===== src/rtl/tdm_demux4_pkg.sv =====
// Shared TDM definitions: frame-alignment states and slot codes.
// The slot codes match the select codes of the transmit-side 4:1 mux.
package tdm_pkg;

    typedef enum logic {
        HUNT,
        LOCK
    } state_t;

    localparam logic [1:0] SLOT_A = 2'b00;
    localparam logic [1:0] SLOT_B = 2'b01;
    localparam logic [1:0] SLOT_C = 2'b10;
    localparam logic [1:0] SLOT_D = 2'b11;

endpackage


===== src/rtl/tdm_demux4_if.sv =====
// Bus bundle for the 4-way TDM demultiplexer: interleaved input stream
// plus the rebuilt, frame-aligned channel outputs and status flags.
interface tdm_demux4_if #(
    parameter int WIDTH = 1
) ();

    logic [WIDTH-1:0] din;
    logic             din_valid;
    logic             sync;
    logic [WIDTH-1:0] a;
    logic [WIDTH-1:0] b;
    logic [WIDTH-1:0] c;
    logic [WIDTH-1:0] d;
    logic             frame_valid;
    logic             locked;
    logic             sync_err;
    logic [1:0]       slot;

    // Stream source / channel consumer side.
    modport master (
        output din, din_valid, sync,
        input  a, b, c, d, frame_valid, locked, sync_err, slot
    );

    // Demultiplexer side.
    modport slave (
        input  din, din_valid, sync,
        output a, b, c, d, frame_valid, locked, sync_err, slot
    );

endinterface


===== src/rtl/tdm_demux4.sv =====
// Four-way TDM demultiplexer. Collects slots 0..2 into shadow registers and
// updates all four channel outputs together on the edge that accepts slot 3.
// A sync marker acquires frame alignment; misplaced or missing syncs pulse
// sync_err.
module tdm_demux4
    import tdm_pkg::*;
#(
    parameter int WIDTH      = 1,
    parameter bit CHECK_SYNC = 1'b1
) (
    input  logic         clk,
    input  logic         rst_n,
    tdm_demux4_if.slave  bus
);

    state_t           state_q, state_d;
    logic [1:0]       slot_q, slot_d;
    logic [WIDTH-1:0] shadow_q [3];
    logic [WIDTH-1:0] shadow_d [3];
    logic [WIDTH-1:0] chan_q   [4];
    logic [WIDTH-1:0] chan_d   [4];
    logic             frame_valid_q, frame_valid_d;
    logic             sync_err_q, sync_err_d;

    // Next-state, slot counter and frame assembly; pulses default low.
    always_comb begin
        state_d       = state_q;
        slot_d        = slot_q;
        shadow_d      = shadow_q;
        chan_d        = chan_q;
        frame_valid_d = 1'b0;
        sync_err_d    = 1'b0;

        if (bus.din_valid) begin
            unique case (state_q)
                HUNT: begin
                    if (bus.sync) begin
                        shadow_d[0] = bus.din;
                        slot_d      = SLOT_B;
                        state_d     = LOCK;
                    end
                end
                LOCK: begin
                    if (bus.sync && slot_q != SLOT_A) begin
                        // Early sync: drop the partial frame, restart on this sample.
                        sync_err_d  = 1'b1;
                        shadow_d[0] = bus.din;
                        slot_d      = SLOT_B;
                    end else begin
                        case (slot_q)
                            SLOT_A: begin
                                if (!bus.sync && CHECK_SYNC) begin
                                    sync_err_d = 1'b1;
                                    state_d    = HUNT;
                                    slot_d     = SLOT_A;
                                end else begin
                                    shadow_d[0] = bus.din;
                                    slot_d      = slot_q + 2'd1;
                                end
                            end
                            SLOT_B: begin
                                shadow_d[1] = bus.din;
                                slot_d      = slot_q + 2'd1;
                            end
                            SLOT_C: begin
                                shadow_d[2] = bus.din;
                                slot_d      = slot_q + 2'd1;
                            end
                            default: begin
                                chan_d[0]     = shadow_q[0];
                                chan_d[1]     = shadow_q[1];
                                chan_d[2]     = shadow_q[2];
                                chan_d[3]     = bus.din;
                                frame_valid_d = 1'b1;
                                slot_d        = slot_q + 2'd1;
                            end
                        endcase
                    end
                end
                default: ;
            endcase
        end
    end

    // State, shadow and output registers with asynchronous clear.
    always_ff @(posedge clk or negedge rst_n) begin
        if (!rst_n) begin
            state_q       <= HUNT;
            slot_q        <= SLOT_A;
            shadow_q      <= '{default: '0};
            chan_q        <= '{default: '0};
            frame_valid_q <= 1'b0;
            sync_err_q    <= 1'b0;
        end else begin
            state_q       <= state_d;
            slot_q        <= slot_d;
            shadow_q      <= shadow_d;
            chan_q        <= chan_d;
            frame_valid_q <= frame_valid_d;
            sync_err_q    <= sync_err_d;
        end
    end

    assign bus.a           = chan_q[0];
    assign bus.b           = chan_q[1];
    assign bus.c           = chan_q[2];
    assign bus.d           = chan_q[3];
    assign bus.frame_valid = frame_valid_q;
    assign bus.sync_err    = sync_err_q;
    assign bus.locked      = (state_q == LOCK);
    assign bus.slot        = slot_q;

endmodule

===== src/flat_wrapper.sv =====
// flat-port wrapper written by rule: the top's interface ports become plain ports
module tdm_demux4_flat import tdm_pkg::*;
#(
    parameter int WIDTH      = 1,
    parameter bit CHECK_SYNC = 1'b1
)
  (clk, rst_n, bus_din, bus_din_valid, bus_sync, bus_a, bus_b, bus_c, bus_d, bus_frame_valid, bus_locked, bus_sync_err, bus_slot);
  tdm_demux4_if #(.WIDTH(WIDTH)) bus_i ();
  input  logic clk;
  input  logic rst_n;
  input wire logic [$bits(bus_i.din)-1:0] bus_din;
  input wire logic [$bits(bus_i.din_valid)-1:0] bus_din_valid;
  input wire logic [$bits(bus_i.sync)-1:0] bus_sync;
  output wire logic [$bits(bus_i.a)-1:0] bus_a;
  output wire logic [$bits(bus_i.b)-1:0] bus_b;
  output wire logic [$bits(bus_i.c)-1:0] bus_c;
  output wire logic [$bits(bus_i.d)-1:0] bus_d;
  output wire logic [$bits(bus_i.frame_valid)-1:0] bus_frame_valid;
  output wire logic [$bits(bus_i.locked)-1:0] bus_locked;
  output wire logic [$bits(bus_i.sync_err)-1:0] bus_sync_err;
  output wire logic [$bits(bus_i.slot)-1:0] bus_slot;
  assign bus_i.din = bus_din;
  assign bus_i.din_valid = bus_din_valid;
  assign bus_i.sync = bus_sync;
  assign bus_a = bus_i.a;
  assign bus_b = bus_i.b;
  assign bus_c = bus_i.c;
  assign bus_d = bus_i.d;
  assign bus_frame_valid = bus_i.frame_valid;
  assign bus_locked = bus_i.locked;
  assign bus_sync_err = bus_i.sync_err;
  assign bus_slot = bus_i.slot;
  tdm_demux4 #(.WIDTH(WIDTH), .CHECK_SYNC(CHECK_SYNC)) u_core (.clk(clk), .rst_n(rst_n), .bus(bus_i));
endmodule

===== config.mk =====
export PLATFORM = sky130hd
export DESIGN_NAME = tdm_demux4_flat
export DESIGN_NICKNAME = d
export VERILOG_FILES = /design/src/rtl/tdm_demux4_pkg.sv /design/src/rtl/tdm_demux4_if.sv /design/src/rtl/tdm_demux4.sv /design/src/flat_wrapper.sv
export SDC_FILE = /design/constraint.sdc
export NUM_CORES = 1
export LEC_CHECK = 0
export BUFFER_PORTS_ARGS = -buffer_cell sky130_fd_sc_hd__buf_2
export CAP_MARGIN = 5
export CORE_MARGIN = 2
export CORE_UTILIZATION = 35
export DETAILED_ROUTE_END_ITERATION = 10
export GPL_TIMING_DRIVEN = 0
export SYNTH_ARGS = -nofsm -noshare
export SYNTH_HDL_FRONTEND = slang
export SYNTH_SLANG_ARGS = --single-unit

===== constraint.sdc =====
create_clock -name clk -period 2.6 [get_ports clk]
set_input_delay 0.13 -clock clk [delete_from_list [all_inputs] [get_ports clk]]
set_output_delay 0.13 -clock clk [all_outputs]
set_load 0.01 [all_outputs]

==> results.toml <==
[clock_network]
clock_path_buffers = 2
root_buffer = "clkbuf_4"
cts.clk_slew.worst_paths_ps = 80
clock_sinks = 12
postCtsSetupBuffers = 0
cts_tree = "built"
cts_max_level = 1
cts_made_buffers = 3
clock_latency_ps = 270

[synth]
syn_inst = 47
yosys_warnings = 0
ys_types = 17
synth-seq-cells = 12
synthesis.nets = 59
seq_area_frac_synth = 0.4969
syn_avg_cell_area_sq_um = 12.86
syn_area_sq_um = 604.3

[layout]
stdcell_count = 82
final_nets = 78
final_common_cell = "buf_2"
nFillCells = 165
drive_gt1_frac = 0.4000
area_delta_synth_final_pct = 21.95
post-route-util = 0.4412
final_cell_mix = "buf_2, dfrtp_1, ha_1"
n_antenna_cell = 0

[worst_setup_path]
crit_chain = "inv_1 -> ha_1 -> inv_1 -> ha_1 -> and3b_4 -> nand2_4 -> mux2_4"
critPathCaptureType = "register"
start_kind = "register"
crit_required_ps = 2760
crit_family = "flip-flops"
crit_fanout = 6
crit_path_top_delay_cell = "dfrtp_1"
crit_buf_inv = 2
crit_type = "reg -> reg"
critPathArrivalTime_ps = 1970
slowest_delay_ps = 450

[power]
p_sw_uw = 248.3
seq_power_share = 0.423
netSwitchingFraction = 0.3321
comb_power_share = 0.377
peakVddDrop_v = 0.0004312
power_frac_clock = 0.200
cellPowerDensity_nw_per_um2 = 1015
leakage_nw = 0.4049
p_int_uw = 499.4

[global_route]
grt_pass1_wl_mm = 1.559
antenna_found_initial = 0
grt_use_total = 0.1167
overflow = 0
grt_pass1_vias = 342
grt_max_degree = 13

[placement]
io_buffers = 13
gp_congestion = 0.6682
placed_cells = 77
hpwlAfterDp_microns = 692.4

[floorplanning]
core_area_sq_um = 1670
die_w_microns = 45.56
dieArea_sq_um = 2075
std_cell_rows = 15
start_util = 0.3618
ioPinCount = 14
die_h_microns = 45.56

[timing]
clock_skew_ps = 4.773
finalSetupTns_ps = 0
relSlewSlack = 0.8171
fmax_mhz = 551.1
final.period_utilization = 0.6979
drv_slew = 0
setup_viol = 0
rsz0062_at_grt = "no"
hold_viol = 0
post-route-min-period_ps = 1815
tightestPinTransition_ps = 274.4

[drt]
drt-vias-per-instance = 4.805
drt-total-wl_microns = 948
wl_per_cell_microns = 11.56
vias = 394
drt_pass1_iterations = 3
drcViolationCount = 0
first_iter_violations = 5
ant_nets = 0

[worst_hold_path]
hold_class = "in -> reg"

[status]
status = "completed"

[job]
maxCapViolations = 0
-- cell usage after synthesis --
library cell	count	area, sq um
dfrtp_1	12	300.3
ha_1	7	87.58
inv_1	5	18.77
nand2_1	5	18.77
mux2_4	4	60.06
a21oi_1	2	10.01
mux2_1	2	22.52
a22o_2	1	10.01
a22oi_1	1	7.510
a32o_1	1	10.01
and3_2	1	7.510
and3b_4	1	12.51
mux2_2	1	11.26
nand2_4	1	11.26
nand2b_1	1	6.260
nand3_1	1	5.000
o21ai_0	1	5.000
-- timing repair --
action	CTS	global route
hold endpoints to repair	12	0
hold buffers	1	0
resized for setup	0	0
-- logic make-up (layout without fill, tap and decap cells) --
group | Yosys count | in the layout | share of synthesized area
AOI/OAI and AO/OA | 6 | 6 | 0.07039
adders and majority gates | 7 | 7 | 0.1449
buffers and inverters | 5 | 23 | 0.03106
muxes | 7 | 7 | 0.1553
DFF | 12 | 12 | 0.4969
and+or+nand+nor | 10 | 10 | 0.1015
-- routing by layer --
metal,GRT usage,part of all wire,up-vias
met2,0.1437,0.41,11
met1,0.1506,0.53,185
met4,0.1059,0.013,0
li1,-,-,196
met5,0,0,-
met3,0.04762,0.052,2
-- metrics by stage --
step	hold slack, ps	instance area [sq um]	total power, mW	worst slack (ps)
finish	114.9	737.0	0.7477	785.5
global route	122.7	737.0	0.8075	724.0
CTS	107.4	737.0	0.7575	779.4
detailed placement	22.64	690.7	0.6057	800.7
global placement	20.34	690.7	0.5958	818.0
floorplan	-165.6	604.3	0.5085	874.6
-- flip-flops by register name, indices dropped and copies added, names as in the netlist, named ones only --
signal / count
u_core.bus.locked: 1
u_core.bus.b: 1
u_core.bus.sync_err: 1
u_core.bus.d: 1
u_core.bus.c: 1
u_core.shadow_q: 2
u_core.bus.slot: 2
u_core.bus.frame_valid: 1
u_core.bus.a: 1
-- layout make-up --
class | count | area (sq um) | share of cell area
Clock buffer | 4 | 36.28 | 0.04924
Inverter | 5 | 18.77 | 0.02547
Multi-Input combinational cell | 30 | 285.3 | 0.3871
Sequential cell | 12 | 300.3 | 0.4075
Tap cell | 17 | 21.27 | 0.02886
Timing Repair Buffer | 14 | 75.07 | 0.1019
-- final timing paths --
| kind | start | end | slack (ps) | cells after the start |
|---|---|---|---|---|
| setup / recovery | u_core.bus.slot[0]$_DFFE_PN0P_ | u_core.bus.a$_DFFE_PN0P_ | 790 | 7 |
| hold / removal | bus_din | u_core.shadow_q[1]$_DFFE_PN0P_ | 110 | 2 |
| setup reg to reg | u_core.bus.slot[0]$_DFFE_PN0P_ | u_core.bus.a$_DFFE_PN0P_ | 790 | 7 |
| hold reg to reg | u_core.shadow_q[1]$_DFFE_PN0P_ | u_core.shadow_q[1]$_DFFE_PN0P_ | 500 | 1 |
| max in group asynchronous | rst_n | u_core.bus.a$_DFFE_PN0P_ | 2130 | 2 |
| min in group asynchronous | rst_n | u_core.bus.slot[0]$_DFFE_PN0P_ | 260 | 2 |
-- power groups by stage --
stage	Clock [mW]	Combinational, mW	Sequential [mW]
after floorplan	0	0.168	0.340
after global placement	0	0.277	0.319
after detailed placement	0	0.283	0.322
after CTS	0.154	0.285	0.319
after global routing	0.166	0.312	0.330
final	0.150	0.282	0.316
(Power assumes the default switching activity.)
